[src/rtl/mem_port_arbiter.sv]
// Shares one single-ported memory between instruction fetch and the MEM stage.
// Data requests have fixed priority; stalled transactions abort after MAX_WAIT cycles.
module mem_port_arbiter #(
  parameter int ADDR_W   = 32,
  parameter int DATA_W   = 32,
  parameter int MAX_WAIT = 15
) (
  input  logic              clk,
  input  logic              rst_n,
  input  logic              i_req,
  input  logic [ADDR_W-1:0] i_addr,
  output logic              i_ack,
  output logic [DATA_W-1:0] i_rdata,
  input  logic              d_req,
  input  logic              d_we,
  input  logic [ADDR_W-1:0] d_addr,
  input  logic [DATA_W-1:0] d_wdata,
  output logic              d_ack,
  output logic [DATA_W-1:0] d_rdata,
  output logic              stall_if,
  output logic              stall_mem,
  output logic              mem_req,
  output logic              mem_we,
  output logic [ADDR_W-1:0] mem_addr,
  output logic [DATA_W-1:0] mem_wdata,
  input  logic [DATA_W-1:0] mem_rdata,
  input  logic              mem_ready,
  output logic              timeout_err
);

  localparam int CNT_W = $clog2(MAX_WAIT + 1);

  typedef enum logic [1:0] {IDLE, BUSY_I, BUSY_D} state_t;

  state_t            state_q;
  logic [CNT_W-1:0]  wait_q;
  logic              mem_req_q;
  logic              mem_we_q;
  logic [ADDR_W-1:0] mem_addr_q;
  logic [DATA_W-1:0] mem_wdata_q;
  logic              timeout_q;

  logic busy;
  logic expire;
  logic done;

  // The abort fires in the cycle whose increment would bring the count to MAX_WAIT,
  // which lands it exactly MAX_WAIT cycles after the request was sampled.
  assign busy   = (state_q != IDLE);
  assign expire = busy && !mem_ready && (wait_q == CNT_W'(MAX_WAIT - 1));
  assign done   = busy && (mem_ready || expire);

  assign i_ack   = (state_q == BUSY_I) && done;
  assign d_ack   = (state_q == BUSY_D) && done;
  assign i_rdata = ((state_q == BUSY_I) && mem_ready) ? mem_rdata : '0;
  assign d_rdata = ((state_q == BUSY_D) && mem_ready) ? mem_rdata : '0;

  assign stall_if  = i_req & ~i_ack;
  assign stall_mem = d_req & ~d_ack;

  assign mem_req     = mem_req_q;
  assign mem_we      = mem_we_q;
  assign mem_addr    = mem_addr_q;
  assign mem_wdata   = mem_wdata_q;
  assign timeout_err = timeout_q;

  always_ff @(posedge clk or negedge rst_n) begin
    if (!rst_n) begin
      state_q     <= IDLE;
      wait_q      <= '0;
      mem_req_q   <= 1'b0;
      mem_we_q    <= 1'b0;
      mem_addr_q  <= '0;
      mem_wdata_q <= '0;
      timeout_q   <= 1'b0;
    end else begin
      case (state_q)
        IDLE: begin
          wait_q <= '0;
          if (d_req) begin
            state_q     <= BUSY_D;
            mem_req_q   <= 1'b1;
            mem_we_q    <= d_we;
            mem_addr_q  <= d_addr;
            mem_wdata_q <= d_wdata;
          end else if (i_req) begin
            state_q    <= BUSY_I;
            mem_req_q  <= 1'b1;
            mem_we_q   <= 1'b0;
            mem_addr_q <= i_addr;
          end
        end
        BUSY_I, BUSY_D: begin
          if (done) begin
            state_q   <= IDLE;
            mem_req_q <= 1'b0;
            wait_q    <= '0;
            if (expire) begin
              timeout_q <= 1'b1;
            end
          end else if (wait_q < CNT_W'(MAX_WAIT)) begin
            wait_q <= wait_q + 1'b1;
          end
        end
        default: begin
          state_q   <= IDLE;
          mem_req_q <= 1'b0;
          wait_q    <= '0;
        end
      endcase
    end
  end

endmodule

[config.mk]
export PLATFORM = sky130hd
export DESIGN_NAME = mem_port_arbiter
export DESIGN_NICKNAME = d
export VERILOG_FILES = /design/src/rtl/mem_port_arbiter.sv
export SDC_FILE = /design/constraint.sdc
export NUM_CORES = 1
export LEC_CHECK = 0
export BUFFER_PORTS_ARGS = -buffer_cell sky130_fd_sc_hd__buf_2
export CAP_MARGIN = 10
export CORE_MARGIN = 4
export CORE_UTILIZATION = 40
export CTS_CLUSTER_DIAMETER = 100
export DETAILED_ROUTE_END_ITERATION = 12
export PLACE_DENSITY = 0.77
export SYNTH_ARGS = -nofsm -noshare
export SYNTH_HDL_FRONTEND = slang
export SYNTH_SLANG_ARGS = --single-unit
[constraint.sdc]
create_clock -name clk -period 2.93 [get_ports clk]
set_input_delay 0.586 -clock clk [delete_from_list [all_inputs] [get_ports clk]]
set_output_delay 0.586 -clock clk [all_outputs]
set_load 0.01 [all_outputs]
==> impl_metrics.env <==
export IMPL_reg2reg_slack_ns=0.92
export IMPL_drt_wl_total_mm=11.31
export IMPL_p_switching_mw=1.972
export IMPL_cts_max_level=3
export IMPL_worst_pin_slew_ns=0.8678
export IMPL_core_area_mm2=0.009819
export IMPL_regToRegEndpoint="mem_wdata[17]"
export IMPL_ys_types=37
export IMPL_finalHoldViolCount=0
export IMPL_cts_hold_buffers=0
export IMPL_utilization_pct=56.33
export IMPL_grt_overflow_total=0
export IMPL_antenna_found_initial=0
export IMPL_p_leak_nw=3.308
export IMPL_cp_max_fo=34
export IMPL_slew_violations=0
export IMPL_drc_errors=0
export IMPL_insertion_delay_ns=0.34
export IMPL_crit_reg2reg_launch="state_q[1]"
export IMPL_period_needed_ns=2.599
export IMPL_fin_ws_ns=0.3312
export IMPL_met1_usage_pct=20.77
export IMPL_required_ns=2.34
export IMPL_setup_viol=0
export IMPL_hpwl_mm=9.185
export IMPL_comb_power_share_pct=50.0
export IMPL_worstPathCellList="inv_1 -> ha_1 -> and3_1 -> buf_2"
export IMPL_drt_pass1_iter_count=4
export IMPL_dieArea_mm2=0.01179
export IMPL_dpl_cell_area_mm2=0.005369
export IMPL_place_ws_ns=0.7283
export IMPL_crit_path_start_kind="flop"
export IMPL_start_util_pct=41.21
export IMPL_cp_arrival_ns=2.01
export IMPL_nets=732
export IMPL_seq_area_frac_synth_pct=45.15
export IMPL_n_antenna_cell=0
export IMPL_fp_row_count=36
export IMPL_cts_path_max_buffers=2
export IMPL_stdcell_count=730
export IMPL_die_height_um=108.6
export IMPL_finalSetupTns_ns=0
export IMPL_dp_cells=715
export IMPL_finalWeightedCongestion=0.7379
export IMPL_p_int_mw=2.994
export IMPL_worst_hold_slack_ns=0.1019
export IMPL_cap_violations=0
export IMPL_p_total_mw=4.966
export IMPL_grtUsageMet2_pct=33.98
export IMPL_synth_seq_cells=73
export IMPL_grt_pass1_vias=3443
export IMPL_syn_to_final_growth_pct=36.70
export IMPL_postRouteAntennaNets=0
export IMPL_vdd_drop_max_v=0.0004861
export IMPL_via_count=3509
export IMPL_ctsResizeCount=0
export IMPL_cp_slowest_stage_delay_ns=0.74
export IMPL_cts_tree="yes"
export IMPL_cts_root_buf="clkbuf_8"
export IMPL_grt_max_degree=42
export IMPL_synth_avg_cell_area_um2=12.08
export IMPL_cellPowerDensity_mw_per_mm2=897.7
export IMPL_fp_dieW_um=108.6
export IMPL_clkPwrFrac_pct=13.6
export IMPL_cts_sinks=73
export IMPL_grt_pass1_wl_mm=16.95
export IMPL_vias_per_cell=4.807
export IMPL_reg2reg_depth=4
export IMPL_rsz0062_at_grt="no"
export IMPL_synth_area_mm2=0.004046
export IMPL_switching_share_pct=39.71
export IMPL_p_seq_share_pct=36.4
export IMPL_top_usage_layer="met2"
export IMPL_layout_drive_gt1_share_pct=64.66
export IMPL_period_share_pct=88.70
export IMPL_cts_setup_buffers=0
export IMPL_path_clk_slew_ns=0.07
export IMPL_grtUsageTotal_pct=18.45
export IMPL_slowest_stage="ha_1"
export IMPL_hold_path_class="input pin to async pin"
export IMPL_synth_cells=335
export IMPL_outcome="finished, final reports clean"
export IMPL_drt_iter0_drc=219
export IMPL_end_kind="primary output"
export IMPL_synth_fp_nets=474
export IMPL_numCtsBuffers=9
export IMPL_wire_per_inst_um=15.49
export IMPL_met3_usage_pct=4.179
export IMPL_ys_warn_count=0
export IMPL_clock_skew_final_ns=0.006011
export IMPL_portBuffers=268
export IMPL_pin_count=269
export IMPL_crit_type="flop to primary output"
export IMPL_max_slew_margin_rel_pct=42.15
export IMPL_clock_fmax_mhz=384.8
export IMPL_design_area_mm2=0.005532
## cells in the mapped netlist
master	number	area, um2
nor2_1	5	18.77
clkbuf_1	12	45.04
xnor2_1	1	8.760
ha_1	5	62.56
a21oi_1	2	10.01
nor3_1	2	10.01
o21ai_2	33	289.0
buf_4	2	15.01
nand2_2	32	200.2
mux2_4	29	435.4
o221ai_1	1	8.760
a21boi_1	2	15.01
nand3_1	2	10.01
and3_1	64	400.4
a31oi_1	1	6.260
mux2i_1	32	320.3
o21ai_4	1	16.27
a2bb2oi_1	1	8.760
a31oi_2	1	12.51
and2_1	2	12.51
clkbuf_4	3	22.52
o22ai_1	1	6.260
nand2_1	1	3.750
a211oi_1	1	7.510
inv_1	4	15.01
dfrtp_1	73	1827
nor3b_1	2	15.01
a41o_1	1	10.01
nand2_4	1	11.26
buf_2	2	10.01
nand2b_1	1	6.260
mux2_1	3	33.78
buf_6	4	45.04
a32o_1	1	10.01
buf_12	5	100.1
nand3b_1	1	7.510
a21bo_2	1	10.01
## per-layer routing
layer / vias to the layer above / part of all wire, %
met5: - / 0
met4: 0 / 0.85
met3: 12 / 8.9
met2: 166 / 53
met1: 1623 / 38
li1: 1708 / -
## final cells by class
type | instances | area, um2
clock inverters | 3 | 17.52
inverters | 4 | 15.01
fillers | 894 | 4288
flip-flops and latches | 73 | 1827
well taps | 133 | 166.4
repair buffers | 275 | 1394
clock buffers | 12 | 145.1
multi-input cells | 230 | 1967
## power by group through the flow
stage | sequential (mW) | combinational, mW | clock, mW
after CTS | 1.81 | 2.52 | 0.701
after detailed placement | 1.82 | 2.52 | 0
after global placement | 1.79 | 2.46 | 0
after global routing | 1.87 | 2.71 | 0.741
final | 1.81 | 2.48 | 0.676
after floorplan | 2.01 | 1.55 | 0
## worst max path at each step
stage,startpoint,to,depth (start not counted)
final,state_q[1],i_rdata[16],4
after CTS,state_q[1],i_rdata[16],4
after detailed placement,state_q[1],i_rdata[16],4
after global routing,state_q[1],i_rdata[16],4
after global placement,mem_ready,i_ack,5
after floorplan,d_req,stall_mem,3
## critical path, delay by kind of cell, from the launching register on
family	cells	cell delay [ns]
adders and majority gates	1	0.74
buffers and inverters	2	0.25
and+or+nand+nor	1	0.29
DFF	1	0.40
## registers in the layout, indices dropped and copies added (netlist names)
name and count:
mem_addr 32, mem_wdata 32, wait_q 4, state_q 2, mem_req 1, mem_we 1, timeout_err 1
## cells in the final DEF, fill, tap and decap left out, types with 3 or more instances in the layout
cell        n
ha_1        5
nor2_1      5
clkbuf_8   10
and3_1     64
buf_4       7
nand2_2    32
mux2_1      3
buf_2     268
inv_1       4
mux2_4     29
o21ai_2    33
dfrtp_1    73
mux2i_1    32
## cell families after synthesis
logic type,synth area share [%]
compound gates,10.14
xor+xnor,0.2165
fa+ha+maj,1.546
buf+inv,6.246
flops,45.15
mux,19.51
simple gates,17.19
Note: power is estimated with default switching activity, not from simulation.
